### config.mk
export PLATFORM = sky130hd
export DESIGN_NAME = npc_pc_unit_flat
export DESIGN_NICKNAME = d
export VERILOG_FILES = /design/src/rtl/npc_pc_if.sv /design/src/rtl/npc_pc_unit.sv /design/src/flat_wrapper.sv
export SDC_FILE = /design/constraint.sdc
export NUM_CORES = 1
export LEC_CHECK = 0
export CAP_MARGIN = 20
export CORE_MARGIN = 5
export CORE_UTILIZATION = 47
export CTS_BUF_LIST = sky130_fd_sc_hd__clkbuf_2 sky130_fd_sc_hd__clkbuf_4 sky130_fd_sc_hd__clkbuf_8
export DETAILED_ROUTE_END_ITERATION = 12
export PLACE_DENSITY_LB_ADDON = 0.08
export SYNTH_ARGS = -nofsm -noshare
export SYNTH_HDL_FRONTEND = slang
export SYNTH_SLANG_ARGS = --single-unit
### constraint.sdc
create_clock -name clk -period 2.8 [get_ports clk]
set_input_delay 0.56 -clock clk [delete_from_list [all_inputs] [get_ports clk]]
set_output_delay 0.56 -clock clk [all_outputs]
set_load 0.005 [all_outputs]
### src/rtl/npc_pc_if.sv
// Fetch-side bundle between ID redirect sources and the PC unit.
// Master drives resolved redirects and stall; slave returns the fetch PC.
interface npc_pc_if;
    logic        stall;
    logic        br_valid;
    logic        br_taken;
    logic [31:0] br_offset;
    logic [31:0] id_pc;
    logic        j_valid;
    logic [25:0] j_index;
    logic        jr_valid;
    logic [31:0] jr_target;
    logic [31:0] pc;
    logic [31:0] pc_plus4;
    logic        redirect_pending;
    logic        exc;
    logic [31:0] exc_epc;

    modport master (
        output stall, br_valid, br_taken, br_offset, id_pc,
        output j_valid, j_index, jr_valid, jr_target,
        input  pc, pc_plus4, redirect_pending, exc, exc_epc
    );

    modport slave (
        input  stall, br_valid, br_taken, br_offset, id_pc,
        input  j_valid, j_index, jr_valid, jr_target,
        output pc, pc_plus4, redirect_pending, exc, exc_epc
    );
endinterface

### src/rtl/npc_pc_unit.sv
// IF-stage PC with delayed-branch next-PC select and stall-time redirect buffer.
// Optional misaligned-jr exception enabled by defining PC_EXC_EN.
module npc_pc_unit #(
    parameter logic [31:0] RESET_PC   = 32'h0000_3000,
    parameter logic [31:0] EXC_VECTOR = 32'h0000_4180
) (
    input  logic      clk,
    input  logic      rst_n,
    npc_pc_if.slave   bus
);

    typedef enum logic {RUN, HOLD} state_t;

    state_t      state_q, state_d;
    logic [31:0] pc_q, pc_d;
    logic [31:0] pend_q, pend_d;
    logic [31:0] id_plus4;
    logic [31:0] tgt;
    logic        redirect;

    always_comb begin
        id_plus4 = bus.id_pc + 32'd4;
        redirect = bus.jr_valid | bus.j_valid
                 | (bus.br_valid & bus.br_taken);
        if (bus.jr_valid)
            tgt = bus.jr_target;
        else if (bus.j_valid)
            tgt = {id_plus4[31:28], bus.j_index, 2'b00};
        else
            tgt = id_plus4 + bus.br_offset;
`ifndef PC_EXC_EN
        tgt[1:0] = 2'b00;
`endif
    end

`ifdef PC_EXC_EN
    logic        exc_q, exc_d;
    logic [31:0] epc_q, epc_d;
    logic        exc_hit;

    assign exc_hit = bus.jr_valid & (bus.jr_target[1:0] != 2'b00);
`else
    logic unused_exc_vector;

    assign unused_exc_vector = ^EXC_VECTOR;
`endif

    always_comb begin
        state_d = state_q;
        pc_d    = pc_q;
        pend_d  = pend_q;
`ifdef PC_EXC_EN
        exc_d   = 1'b0;
        epc_d   = epc_q;
`endif
        case (state_q)
            RUN: begin
                if (!bus.stall) begin
                    pc_d = redirect ? tgt : pc_q + 32'd4;
                end else if (redirect) begin
                    pend_d  = tgt;
                    state_d = HOLD;
                end
            end
            HOLD: begin
                // ID is frozen while held; its redirect was already captured
                if (!bus.stall) begin
                    pc_d    = pend_q;
                    state_d = RUN;
                end
            end
            default: state_d = RUN;
        endcase
`ifdef PC_EXC_EN
        if (state_q == RUN && exc_hit) begin
            pc_d    = EXC_VECTOR;
            pend_d  = pend_q;
            state_d = RUN;
            exc_d   = 1'b1;
            epc_d   = bus.jr_target;
        end
`endif
    end

    always_ff @(posedge clk or negedge rst_n) begin
        if (!rst_n) begin
            state_q <= RUN;
            pc_q    <= RESET_PC;
            pend_q  <= 32'd0;
        end else begin
            state_q <= state_d;
            pc_q    <= pc_d;
            pend_q  <= pend_d;
        end
    end

`ifdef PC_EXC_EN
    always_ff @(posedge clk or negedge rst_n) begin
        if (!rst_n) begin
            exc_q <= 1'b0;
            epc_q <= 32'd0;
        end else begin
            exc_q <= exc_d;
            epc_q <= epc_d;
        end
    end

    assign bus.exc     = exc_q;
    assign bus.exc_epc = epc_q;
`else
    assign bus.exc     = 1'b0;
    assign bus.exc_epc = 32'd0;
`endif

    assign bus.pc               = pc_q;
    assign bus.pc_plus4         = pc_q + 32'd4;
    assign bus.redirect_pending = (state_q == HOLD);

endmodule

### src/flat_wrapper.sv
// flat-port wrapper written by rule: the top's interface ports become plain ports
module npc_pc_unit_flat 
#(
    parameter logic [31:0] RESET_PC   = 32'h0000_3000,
    parameter logic [31:0] EXC_VECTOR = 32'h0000_4180
)
  (clk, rst_n, bus_stall, bus_br_valid, bus_br_taken, bus_br_offset, bus_id_pc, bus_j_valid, bus_j_index, bus_jr_valid, bus_jr_target, bus_pc, bus_pc_plus4, bus_redirect_pending, bus_exc, bus_exc_epc);
  npc_pc_if bus_i ();
  input  logic clk;
  input  logic rst_n;
  input wire logic [$bits(bus_i.stall)-1:0] bus_stall;
  input wire logic [$bits(bus_i.br_valid)-1:0] bus_br_valid;
  input wire logic [$bits(bus_i.br_taken)-1:0] bus_br_taken;
  input wire logic [$bits(bus_i.br_offset)-1:0] bus_br_offset;
  input wire logic [$bits(bus_i.id_pc)-1:0] bus_id_pc;
  input wire logic [$bits(bus_i.j_valid)-1:0] bus_j_valid;
  input wire logic [$bits(bus_i.j_index)-1:0] bus_j_index;
  input wire logic [$bits(bus_i.jr_valid)-1:0] bus_jr_valid;
  input wire logic [$bits(bus_i.jr_target)-1:0] bus_jr_target;
  output wire logic [$bits(bus_i.pc)-1:0] bus_pc;
  output wire logic [$bits(bus_i.pc_plus4)-1:0] bus_pc_plus4;
  output wire logic [$bits(bus_i.redirect_pending)-1:0] bus_redirect_pending;
  output wire logic [$bits(bus_i.exc)-1:0] bus_exc;
  output wire logic [$bits(bus_i.exc_epc)-1:0] bus_exc_epc;
  assign bus_i.stall = bus_stall;
  assign bus_i.br_valid = bus_br_valid;
  assign bus_i.br_taken = bus_br_taken;
  assign bus_i.br_offset = bus_br_offset;
  assign bus_i.id_pc = bus_id_pc;
  assign bus_i.j_valid = bus_j_valid;
  assign bus_i.j_index = bus_j_index;
  assign bus_i.jr_valid = bus_jr_valid;
  assign bus_i.jr_target = bus_jr_target;
  assign bus_pc = bus_i.pc;
  assign bus_pc_plus4 = bus_i.pc_plus4;
  assign bus_redirect_pending = bus_i.redirect_pending;
  assign bus_exc = bus_i.exc;
  assign bus_exc_epc = bus_i.exc_epc;
  npc_pc_unit #(.RESET_PC(RESET_PC), .EXC_VECTOR(EXC_VECTOR)) u_core (.clk(clk), .rst_n(rst_n), .bus(bus_i));
endmodule
### After elaboration in Yosys (flattened, before gate mapping)

Cells that the tools add are included.

* flip-flop bits (word level): 63

* add/sub/neg operators: 3
* eq/ne operators: 2
* mux-type cells: 10
* bitwise gates (word level): 4
* reduce and logical (&&, ||, !) cells: 2

Operator list (count)
* $mux 32: 5
* $add 32x3->32 const B: 2
* $pmux 32 s2: 1
* $add 32x32->32: 1
* $ne 2x2->1 const B: 2
* $mux 1: 3
* $reduce_and 3->1: 1
* $or 1x1->1: 2
* $pmux 1 s2: 1
* $reduce_and 2->1: 1
* $and 1x1->1: 1
* $not 1->1: 1

### Logic depth before layout (Yosys ltp)

Gate-level depths: netlist of the first run.

* word-level depth: 7
* gate-level depth with buffers: 18

### Worst setup path after synthesis of the first run

No wires, ideal clock.

* kind: input to register
* start point: in bus_id_pc[5]
* end point: reg u_core.pc_q[31] (netlist: u_core.bus.pc[31])
* setup time: 125 ps
* arrival time: 3877 ps
* data required time: 2675 ps
* slack: -1202 ps
* cell stages on the path: 17
* buffers on the path: 1
* cells stage by stage: and4_1 -> clkbuf_1 -> and3_1 -> nand2_1 -> nor3_1 -> nand3_1 -> xnor2_1 -> ha_1 -> a21o_1 -> a221o_1 -> a21oi_2 -> a21o_1 -> a21oi_1 -> or4b_4 -> a21o_1 -> a211oi_2 -> o21ai_1

* cells in the longest elaborated chain, start to end: 7

Ends and longest elaborated chain
* from (decl): RTL line flat_wrapper.sv:15 `input wire logic [$bits(bus_i.id_pc)-1:0] bus_id_pc;`
* $add 32x3->32 (*): RTL line npc_pc_unit.sv:22 `id_plus4 = bus.id_pc + 32'd4;`
* $add 32x32->32: RTL line npc_pc_unit.sv:30 `tgt = id_plus4 + bus.br_offset;`
* $mux 32 (*): RTL line npc_pc_unit.sv:27 `else if (bus.j_valid)`
* $mux 32 (*): RTL line npc_pc_unit.sv:25 `if (bus.jr_valid)`
* $mux 32 (*): RTL line npc_pc_unit.sv:59 `pc_d = redirect ? tgt : pc_q + 32'd4;`
* $mux 32 (*): RTL line npc_pc_unit.sv:58 `if (!bus.stall) begin`
* $pmux 32 s2 (*): RTL line npc_pc_unit.sv:56 `case (state_q)`
* to (signal assigned): RTL line npc_pc_unit.sv:92 `pc_q <= pc_d;`
* to (decl): RTL line npc_pc_unit.sv:15 `logic [31:0] pc_q, pc_d;`

Mark *: on every way between the ends. The rest lies on a longest branch, timed or not. The select of a mux whose other input is x is not followed.
A chain may end at the register's enable or synchronous reset.

### Worst setup path in the final report of the first run

* start point: in bus_id_pc[6]
* end point: reg u_core.pend_q[28]

* cells in the longest elaborated chain, start to end: 4

Ends and longest elaborated chain
* $add 32x3->32 (*): RTL line npc_pc_unit.sv:22
* $add 32x32->32: RTL line npc_pc_unit.sv:30
* $mux 32 (*): RTL line npc_pc_unit.sv:27
* $mux 32 (*): RTL line npc_pc_unit.sv:25
* to (signal assigned): RTL line npc_pc_unit.sv:93 `pend_q <= pend_d;`
* to (decl): RTL line npc_pc_unit.sv:16 `logic [31:0] pend_q, pend_d;`

Mark *: on every way between the ends. The rest lies on a longest branch, timed or not.

==> results of run 1 <==
[registers in the layout, summed over array words and instances (netlist names)]
signal and cells:
u_core.bus.pc 30, u_core.bus.redirect_pending 1, u_core.pend_q 30
[layout by cell type, fill, tap and decap left out, types with 14 or more instances in the layout]
| cell | count |
|---|---|
| sky130_fd_sc_hd__buf_6 | 48 |
| sky130_fd_sc_hd__nand4_1 | 21 |
| sky130_fd_sc_hd__xnor2_2 | 22 |
| sky130_fd_sc_hd__ha_1 | 28 |
| sky130_fd_sc_hd__clkdlybuf4s50_1 | 139 |
| sky130_fd_sc_hd__buf_4 | 254 |
| sky130_fd_sc_hd__dfrtp_1 | 59 |
| sky130_fd_sc_hd__nand2_1 | 103 |
| sky130_fd_sc_hd__a21oi_1 | 44 |
| sky130_fd_sc_hd__mux2i_1 | 14 |
| sky130_fd_sc_hd__nand3_1 | 15 |
| sky130_fd_sc_hd__o21ai_0 | 20 |
| sky130_fd_sc_hd__buf_2 | 24 |
| sky130_fd_sc_hd__nor2_1 | 44 |
| sky130_fd_sc_hd__o21ai_1 | 44 |
| sky130_fd_sc_hd__inv_1 | 23 |
| sky130_fd_sc_hd__o21ai_2 | 21 |
| sky130_fd_sc_hd__xnor2_1 | 34 |
| sky130_fd_sc_hd__a21oi_2 | 23 |
| sky130_fd_sc_hd__conb_1 | 37 |
[worst paths after layout]
path	from	endpoint	depth (start not counted)
max reg2reg	u_core.bus.pc[12]	u_core.bus.pc[26]	15
min in group clk	u_core.pend_q[7]	u_core.pend_q[7]	2
min reg2reg	u_core.pend_q[7]	u_core.pend_q[7]	2
max	bus_id_pc[6]	u_core.pend_q[28]	18
min	rst_n	u_core.bus.pc[8]	1
max in group asynchronous	rst_n	u_core.bus.pc[13]	2
[through the flow]
step,total power (uW),hold WS [ns],instances,area (sq um),setup TNS [ns]
after floorplan,2130,0.264,867,6590,-17.78
after global placement,3210,0.458,1357,9810,-58.49
after detailed placement,3250,0.470,1357,9810,-61.84
after CTS,4220,0.276,1433,10900,-21.35
after global routing,4860,0.333,1469,11800,-40.67
final,4640,0.266,1469,11800,-34.20
[metal layers]
metal,up-vias,track usage [%],part of all wire [%]
met5,-,0,0.11
met4,6,9.09,5.3
met3,144,5.25,8.2
met2,548,48.3,49
met1,3991,36.3,37
li1,3845,-,-
[timing repair]
item / CTS / global route
pin swaps: 126 / 118
setup buffers: 62 / 39
hold endpoints to repair: 0 / 0
gates resized for setup: 267 / 123
endpoints found under the setup margin: 75 / 70
[layout make-up]
| type | instances | area, sq um | area share, % |
|---|---|---|---|
| sequential | 61 | 1530 | 13.0 |
| timing repair buffer | 485 | 4200 | 35.7 |
| multi-input combinational | 707 | 5530 | 47.0 |
| clock inverter | 1 | 5.00 | 0.0425 |
| clock buffer | 15 | 194 | 1.65 |
| tap | 176 | 220 | 1.87 |
| inverter | 24 | 90.1 | 0.765 |
[critical path: cells and delay by family]
kind | cells | cell delay [ns]
mux | 1 | 0.27
buf+inv | 4 | 0.44
compound gates | 6 | 0.95
xor+xnor | 1 | 0.21
fa+ha+maj | 1 | 0.33
simple gates | 5 | 1.28
[where the power goes]
| group | internal [uW] | switching, uW | total [uW] |
|---|---|---|---|
| registers | 1050 | 181 | 1240 |
| clock network | 437 | 342 | 779 |
| logic | 1450 | 1180 | 2630 |
[logic make-up (layout without fill, tap and decap cells)]
group                      Yosys count  in the layout  synth area share [%]
AOI/OAI and AO/OA                  242            242                  24.3
xor gates and xnor gates            77             77                  10.6
adders and majority gates           38             38                  7.49
buffers and inverters               99            525                  8.04
DFF                                 61             61                  24.1
muxes                               24             24                  3.94
other                                1             37                0.0590
and+or+nand+nor                    289            289                  21.5
==> run summary, run 1 <==
## Status
- result of the run: finished, violations left
- violated checks: negative setup slack

## Place
- Routability Congestion: 0.916
- setup slack after placement: -1.60 ns
- number of port buffers: 187
- sum of net half-perimeters after detailed placement: 17,100 microns

## Timing
- actual transition at the worst max-transition pin: 0.724 ns
- share of the cycle needed by the critical path after routing: 136%
- final hold violation count: 0
- final worst slack: -1.01 ns
- relative slew slack: 51.7%
- Highest Clock Rate: 0.263 GHz
- unrepaired setup endpoints after global routing: true
- Setup-failing EPs final: 60
- Max Transition Viols Final: 0
- largest clock skew in the final design: 0.0119 ns
- min Tclk post-route: 3.81 ns

## Worst setup path
- Worst setup EP type: register
- Arr. time, crit path: 4.04 ns
- maximum fanout encountered on the critical timing path: 3
- highest cell delay on the worst timing path: 0.49 ns
- Crit Path Category: in2reg
- Max stage delay cell, worst path: sky130_fd_sc_hd__or4_4
- kind of start point of the critical path: input pin
- CP required: 3.03 ns
- most frequent CP cell: sky130_fd_sc_hd__buf_6
- reg-to-reg setup timing slack: -0.22 ns
- cells along the critical path: buf_6 > and4_4 > and3_4 > buf_4 > nand4_1 > xnor2_2 > ha_1 > nand4_1 > or4_4 > a31oi_4 > buf_6 > buf_6 > a211oi_4 > o21bai_1 > mux2i_1 > o221ai_2 > o21ai_1 > o21ai_1

## Global route
- global-route wire length before repair: 37,400 microns
- via count of the first global-routing pass: 7,617
- Global Route Usage Sum: 28.3%
- initial antenna violation count: 3
- largest net degree at the start of global routing: 40
- Remaining Overflow, GRT: 0

## Die
- horizontal die dimension: 126 microns
- top-level I/O count: 227
- cell row count: 42
- Die H: 126 microns
- Die ar.: 15,900 sq um
- placeable core region: 13,200 sq um
- effective utilization at floorplan: 48.0%

## Clock tree
- Num Clock Sinks: 61
- htree depth: 3
- clock insertion delay at the later pin of the skew report: 0.35 ns
- hold_buf cts: 0
- CTS Buf Count: 9
- Clock Tree Root: sky130_fd_sc_hd__clkbuf_8
- register clock-pin slew on the reported worst setup and hold paths: 0.07 ns
- deepest clock path buffer count: 2
- clock tree from TritonCTS: yes

## Logic synthesis
- area of the mapped netlist: 6350 sq um
- asr flop ratio synth: 100%
- number of synthesized register bits: 61
- proportion of synthesized chip area in sequential cells: 24.1%
- Synth warnings: 0
- count of flip-flops with a built-in enable after synthesis: 0
- average size of a mapped cell: 7.64 sq um
- leading post-synthesis cells by cell area: sky130_fd_sc_hd__dfrtp_1, sky130_fd_sc_hd__xnor2_1, sky130_fd_sc_hd__ha_1
- count of mapped cells out of synthesis: 831
- Post-synth top cells: sky130_fd_sc_hd__nand2_1, sky130_fd_sc_hd__o21ai_0, sky130_fd_sc_hd__a21oi_1
- area share of the largest cell type after synthesis: 23.2%
- top_reg_cell synth: sky130_fd_sc_hd__dfrtp_1
- most area-hungry cell type in the Yosys netlist: sky130_fd_sc_hd__dfrtp_1
- Cell variety after synth: 62
- cell with the most instances after synthesis: sky130_fd_sc_hd__nand2_1

## Route
- DRC marker count from the first detailed-route iteration: 948
- DRC: 0
- post-detailed-route count of antenna-violating nets: 0
- per-cell routed wire length: 20.1 microns
- total length of routed wires: 29,600 microns
- vias per cell: 5.81
- count of TritonRoute iterations in the first routing pass: 7
- vias after detailed routing: 8,534

## Hold path
- Tightest Hold Check Type: in2async

## Final layout
- final-stage net count: 1,455
- fraction of final layout cells sized beyond drive strength 1: 41.1%
- synth-to-layout area growth: 85.3%
- Antenna Cells: 0
- post-layout utilization of the core: 88.9%
- Filler Cell Count: 645

## Power and ir drop
- Lkg Pwr: 0.00545 uW
- Worst IR Drop VDD: 0.215 mV
- power density normalized to cell area: 394 nW/um^2

## Job
- Max Cap Violations: 0

Note: power is estimated with default switching activity, not from simulation.
==> run 2: changes to the inputs <==
- CORE_UTILIZATION: 47 -> 51
- clock period: 2.8 -> 4.7 ns (I/O delays scaled with it)
==> run 2 against run 1 <==
  * The flow now finishes without violations
  * Worst hold slack improved by 0.20 ns
  * Core utilization fell by 13 points
  * Register-to-register slack improved by 2.2 ns
  * Cell area is 22% lower
  * Die area down 7.2%
  * Clock power is 44% lower
  * Flip-flop and latch count is the same
  * First-iteration DRC count fell by 50%
  * Global-route usage decreased by 3.1 points
  * Largest power group unchanged
==> run summary, run 2 (synthesized netlist as in run 1, its figures left out) <==
## Status
- result of the run: completed

## Global route
- Remaining Overflow, GRT: 0, unchanged
- Global Route Usage Sum: 25.2%, -3.1 points
- via count of the first global-routing pass: 6,319, -17%
- largest net degree at the start of global routing: 62, +55%
- global-route wire length before repair: 30,400 microns, -19%
- initial antenna violation count: 1, -2

## Worst setup path
- Reg-to-Reg Start: u_core.bus.pc[2]
- maximum fanout encountered on the critical timing path: 4, +1
- cells along the critical path: clkdlybuf4s50_1 > and4_1 > nand3_2 > or2_2 > nor2_2 > nand2_1 > xnor2_1 > ha_1 > nand3_1 > or3_1 > a2111o_1 > nand2_1 > a31oi_1 > xnor2_1 > a222oi_1 > buf_4 > o21a_1 > o31ai_1
- Arr. time, crit path: 4.71 ns, +0.67 ns
- Crit Path Category: in2reg
- CP delay by family, top: simple AND/OR/NAND/NOR gates
- Max stage delay cell, worst path: sky130_fd_sc_hd__clkdlybuf4s50_1
- number of logic stages on the critical path including buffering: 18, unchanged
- highest cell delay on the worst timing path: 0.48 ns, about the same
- reg-to-reg setup timing slack: 1.94 ns, +2.16 ns
- Worst setup EP type: register
- CP required: 4.91 ns, +1.88 ns
- buffer and inverter count on the worst path: 2, -2
- kind of start point of the critical path: input pin
- end of the worst register-to-register path: u_core.bus.pc[31]
- Worst Reg-to-Reg Cells: 8, -7

## Clock tree
- hold_buf cts: 0, unchanged
- CTS Buf Count: 9, unchanged
- clock insertion delay at the later pin of the skew report: 0.34 ns, about the same
- deepest clock path buffer count: 2, unchanged
- cells resized by post-CTS repair: 0, -100%
- Clock Tree Root: sky130_fd_sc_hd__clkbuf_8
- htree depth: 3, unchanged
- register clock-pin slew on the reported worst setup and hold paths: 0.06 ns, about the same
- clock tree from TritonCTS: yes
- Post CTS Setup Buffer Count: 0, -100%
- Num Clock Sinks: 61, unchanged

## Final layout
- synth-to-layout area growth: 43.9%
- Antenna Cells: 0, unchanged
- Cell Count, Final, Fillers Out: 1,263, -14%
- fraction of final layout cells sized beyond drive strength 1: 14.2%, -27 points
- top library cells by usage in the layout, fill and taps aside: sky130_fd_sc_hd__clkdlybuf4s50_1, sky130_fd_sc_hd__nand2_1, sky130_fd_sc_hd__buf_4
- most common cell after layout, fill and taps aside: sky130_fd_sc_hd__clkdlybuf4s50_1
- final-stage net count: 1,258, -14%
- Filler Cell Count: 970, +50%

## Timing
- actual transition at the worst max-transition pin: 0.891 ns, +0.166 ns
- Setup-failing EPs final: 0, -100%
- relative slew slack: 40.4%, -11 points
- largest clock skew in the final design: 0.00397 ns, -0.00790 ns
- min Tclk post-route: 4.50 ns
- final hold violation count: 0, unchanged
- smallest hold slack: 0.470 ns, +0.204 ns
- share of the cycle needed by the critical path after routing: 95.8%
- setup tns final: 0 ns, +34.20 ns
- Max Transition Viols Final: 0, unchanged
- Highest Clock Rate: 0.222 GHz

## Hold path
- Tightest Hold Check Type: reg2reg
- depth of the worst hold-timing path: 2
- startpoint of the worst hold path: u_core.pend_q[30]
- worst hold endpoint: u_core.pend_q[30]

## Route
- vias after detailed routing: 6,753, -21%
- DRC marker count from the first detailed-route iteration: 470, -50%
- total length of routed wires: 19,200 microns, -35%
- per-cell routed wire length: 15.2 microns, -24%
- post-detailed-route count of antenna-violating nets: 0, unchanged
- count of TritonRoute iterations in the first routing pass: 5, -2
- vias per cell: 5.35, -8.0%
- DRC: 0, unchanged

## Die
- top-level I/O count: 227, unchanged
- horizontal die dimension: 122 microns, -3.7%
- placeable core region: 12,100 sq um, -8.5%
- Die ar.: 14,800 sq um, -7.2%
- effective utilization at floorplan: 52.4%, +4.5 points
- Die H: 122 microns, -3.7%
- cell row count: 40, -4.8%

## Power and ir drop
- switching part of the total power: 34.2%, -2.5 points
- power density normalized to cell area: 242 nW/um^2, -39%
- clock network fraction of total power: 19.6%, +2.8 points
- switching pwr: 756 uW, -56%
- Worst IR Drop VDD: 0.131 mV, -39%
- power share of the combinational group: 47.1%, -9.5 points
- Lkg Pwr: 0.00395 uW, -27%
- Cell Int Power: 1460 uW, -50%
- total chip power: 2210 uW, -52%
- share of power burned in registers: 33.2%, +6.6 points

## Place
- sum of net half-perimeters after detailed placement: 15,700 microns, -8.1%
- Cells after DPL: 1,248, -8.0%
- Routability Congestion: 0.891, -2.7%
- number of port buffers: 187, unchanged

## Job
- Max Cap Violations: 0, unchanged

[run 2: stage by stage]
| stage | setup WS [ns] | utilization, % | instance area (sq um) |
|---|---|---|---|
| 2_1_floorplan | 0.318 | - | 6490 |
| 3_3_place_gp | -0.255 | 73.5 | 8900 |
| 3_5_place_dp | -0.345 | 73.5 | 8900 |
| 4_1_cts | 0.0112 | 75.0 | 9080 |
| 5_1_grt | -0.0107 | 75.5 | 9140 |
| 6_report | 0.198 | 75.5 | 9140 |
[run 2: area by class of cell]
cell class	instances	area [sq um]	share of cell area (%)
clock buffer	14	180	1.97
inverter	24	90.1	0.985
sequential	61	1530	16.7
timing repair buffer	288	2620	28.7
tap	168	210	2.30
multi-input combinational	707	4510	49.3
clock inverter	1	5.00	0.0547
[run 2: how the worst max path moves through the flow]
stage                             start                end  slack, ns
final                     bus_id_pc[13]  u_core.bus.pc[27]       0.20
after global routing      bus_id_pc[13]  u_core.bus.pc[27]      -0.01
after CTS                  bus_id_pc[5]  u_core.bus.pc[30]       0.01
after detailed placement   bus_id_pc[5]  u_core.bus.pc[30]      -0.35
after global placement     bus_id_pc[5]  u_core.bus.pc[30]      -0.26
after floorplan            bus_id_pc[5]  u_core.bus.pc[31]       0.32
[run 2: power groups by stage]
stage / logic (uW) / registers [uW] / clock network (uW)
6_report: 1040 / 736 / 434
3_5_place_dp: 1030 / 743 / 0
3_3_place_gp: 1010 / 738 / 0
4_1_cts: 1040 / 734 / 443
5_1_grt: 1150 / 752 / 463
2_1_floorplan: 526 / 722 / 0
[run 2: worst reg2reg max path: stages (launching register included)]
cell                       delay, ns
sky130_fd_sc_hd__dfrtp_1        0.46
sky130_fd_sc_hd__nand4_1        0.26
sky130_fd_sc_hd__nor4_1         0.67
sky130_fd_sc_hd__nand4_1        0.20
sky130_fd_sc_hd__nor2_1         0.36
sky130_fd_sc_hd__nand3_1        0.17
sky130_fd_sc_hd__xnor2_1        0.22
sky130_fd_sc_hd__o221ai_1       0.16
sky130_fd_sc_hd__o21ai_1        0.19
[run 2: routing by layer]
layer / wire [microns] / part of all wire, % / track usage (%)
met5: 13 / 0.068 / 0
met4: 446 / 2.3 / 8.05
met3: 1370 / 7.1 / 3.44
met2: 8720 / 45 / 40.5
met1: 8660 / 45 / 35.2
==> run 3: changes to the inputs <==
- CAP_MARGIN: 20 -> not set
- CORE_UTILIZATION: 51 -> 40
==> run 3 against run 2 <==
  * Critical path depth stayed put
  * Clock power is 11% lower
  * Worst setup slack worse by 0.022 ns
  * Cell area is 1.2% higher
  * Highest routed layer unchanged
  * Register-to-register slack worse by 0.09 ns
  * Cell count is 4.5% higher
  * Total power is 1.7% lower
  * Via count is 0.55% lower
==> run summary, run 3 (synthesized netlist as in run 1, its figures left out) <==
## Status
- result of the run: completed

## Die
- Die ar.: 18,500 sq um, +25%
- horizontal die dimension: 136 microns, +12%
- top-level I/O count: 227, unchanged
- effective utilization at floorplan: 40.4%, -12 points
- placeable core region: 15,700 sq um, +30%
- cell row count: 46, +15%
- Die H: 136 microns, +12%

## Hold path
- startpoint of the worst hold path: u_core.pend_q[29]
- Tightest Hold Check Type: reg2reg
- worst hold endpoint: u_core.pend_q[29]
- depth of the worst hold-timing path: 2, unchanged

## Route
- post-detailed-route count of antenna-violating nets: 0, unchanged
- per-cell routed wire length: 15.0 microns, -1.6%
- DRC marker count from the first detailed-route iteration: 368, -22%
- vias per cell: 5.09, -4.8%
- total length of routed wires: 19,700 microns, +2.8%
- vias after detailed routing: 6,716, -0.55%
- DRC: 0, unchanged
- count of TritonRoute iterations in the first routing pass: 5, unchanged

## Timing
- smallest hold slack: 0.478 ns, +0.00818 ns
- Highest Clock Rate: 0.221 GHz, -0.48%
- min Tclk post-route: 4.52 ns, +0.0217 ns
- unrepaired setup endpoints after global routing: false
- Setup-failing EPs final: 0, unchanged
- final hold violation count: 0, unchanged
- relative slew slack: 37.1%, -3.3 points
- share of the cycle needed by the critical path after routing: 96.3%, +0.46 points
- largest clock skew in the final design: 0.00907 ns, +0.00511 ns
- actual transition at the worst max-transition pin: 0.940 ns, +0.0493 ns
- Max Transition Viols Final: 0, unchanged

## Worst setup path
- Worst Reg-to-Reg Cells: 8, unchanged
- Arr. time, crit path: 4.75 ns, +0.04 ns
- Worst setup EP type: register
- maximum fanout encountered on the critical timing path: 3, -1
- Critical Path Start: bus_id_pc[6]
- reg-to-reg setup timing slack: 1.85 ns, -0.09 ns
- Crit Path Category: in2reg
- kind of start point of the critical path: input pin
- end of the worst register-to-register path: u_core.bus.pc[31]
- Reg-to-Reg Start: u_core.bus.pc[2]
- CP required: 4.93 ns, +0.02 ns

## Final layout
- Antenna Cells: 0, unchanged
- fraction of final layout cells sized beyond drive strength 1: 15.0%, +0.88 points
- final-stage net count: 1,268, +0.79%
- post-route cell area: 9250 sq um, +1.2%
- most common cell after layout, fill and taps aside: sky130_fd_sc_hd__clkdlybuf4s50_1
- synth-to-layout area growth: 45.7%
- top library cells by usage in the layout, fill and taps aside: sky130_fd_sc_hd__clkdlybuf4s50_1, sky130_fd_sc_hd__nand2_1, sky130_fd_sc_hd__buf_4

## Power and ir drop
- Worst IR Drop VDD: 0.118 mV, -9.3%
- power density normalized to cell area: 235 nW/um^2, -2.9%
- Lkg Pwr: 0.00398 uW, +0.82%

## Global route
- initial antenna violation count: 3, +2
- Remaining Overflow, GRT: 0, unchanged
- global-route wire length before repair: 31,400 microns, +3.3%
- largest net degree at the start of global routing: 43, -31%
- via count of the first global-routing pass: 6,170, -2.4%
- Global Route Usage Sum: 20.9%, -4.3 points

## Clock tree
- htree depth: 3, unchanged
- clock tree from TritonCTS: yes
- Num Clock Sinks: 61, unchanged
- hold_buf cts: 0, unchanged
- clock insertion delay at the later pin of the skew report: 0.35 ns, about the same
- Clock Tree Root: sky130_fd_sc_hd__clkbuf_8
- deepest clock path buffer count: 2, unchanged
- CTS Buf Count: 9, unchanged
- register clock-pin slew on the reported worst setup and hold paths: 0.06 ns, about the same

## Job
- Max Cap Violations: 0, unchanged

## Place
- post-placement cell area: 9000 sq um, +1.1%
- sum of net half-perimeters after detailed placement: 16,300 microns, +3.8%
- Routability Congestion: 0.873, -2.0%
- number of port buffers: 187, unchanged

==> run 3: where the power goes <==
group          internal [uW]  switching (uW)
sequential               629             108
combinational            594             458
clock                    194             193
total                   1420             758
==> run 3: per-stage QoR <==
step                      total power (uW)  util, %  std cells  TNS [ns]  setup slack (ns)
final                                 2180     58.9       1320         0             0.176
after global routing                  2340     58.9       1320         0         0.0000311
after CTS                             2180     58.2       1315         0            0.0408
after detailed placement              1790     57.3       1301     -2.80            -0.301
after global placement                1770     57.3       1301     -2.11            -0.257
after floorplan                       1250        -        867         0             0.318
==> run 3: metal layers <==
metal  wire length (microns)  vias up  GRT usage (%)
met5                      46        -              0
met2                    8440      201           32.0
li1                        -     3465              -
met4                     433        6           6.44
met3                    1270       34           3.52
met1                    9560     3010           30.2
==> run 3: worst max path at each step <==
stage / cells after the start / slack (ns) / endpoint
floorplan: 17 / 0.32 / u_core.bus.pc[31]
global route: 19 / 0.00003 / u_core.bus.pc[31]
CTS: 18 / 0.04 / u_core.bus.pc[31]
global placement: 18 / -0.26 / u_core.bus.pc[31]
finish: 18 / 0.18 / u_core.bus.pc[31]
detailed placement: 18 / -0.30 / u_core.bus.pc[31]
==> run 3: critical path: stages <==
cell and delay (ns):
sky130_fd_sc_hd__clkdlybuf4s50_1 0.47, sky130_fd_sc_hd__and4_1 0.22, sky130_fd_sc_hd__and3_4 0.20, sky130_fd_sc_hd__nand2_1 0.09, sky130_fd_sc_hd__nor3_2 0.17, sky130_fd_sc_hd__buf_4 0.15, sky130_fd_sc_hd__xor2_1 0.21, sky130_fd_sc_hd__ha_1 0.28
sky130_fd_sc_hd__o21ai_0 0.18, sky130_fd_sc_hd__a21oi_1 0.09, sky130_fd_sc_hd__a221o_1 0.31, sky130_fd_sc_hd__a21oi_2 0.16, sky130_fd_sc_hd__a21o_1 0.17, sky130_fd_sc_hd__a21oi_2 0.08, sky130_fd_sc_hd__or4b_4 0.51, sky130_fd_sc_hd__a21o_1 0.22
sky130_fd_sc_hd__a211oi_2 0.23, sky130_fd_sc_hd__o21ai_1 0.08
==> run 3: what timing repair did <==
item                                    4_1_cts  5_1_grt
setup buffers                                 0        5
resized for setup                             0       18
endpoints found under the setup margin        0       14
==> run 3: layout make-up <==
type | instances | area [sq um]
inverter | 24 | 90.1
fill | 1495 | 6460
clock inverter | 3 | 15.0
timing repair buffer | 298 | 2700
clock buffer | 11 | 139
tap | 216 | 270
multi-input combinational | 707 | 4520
sequential | 61 | 1530
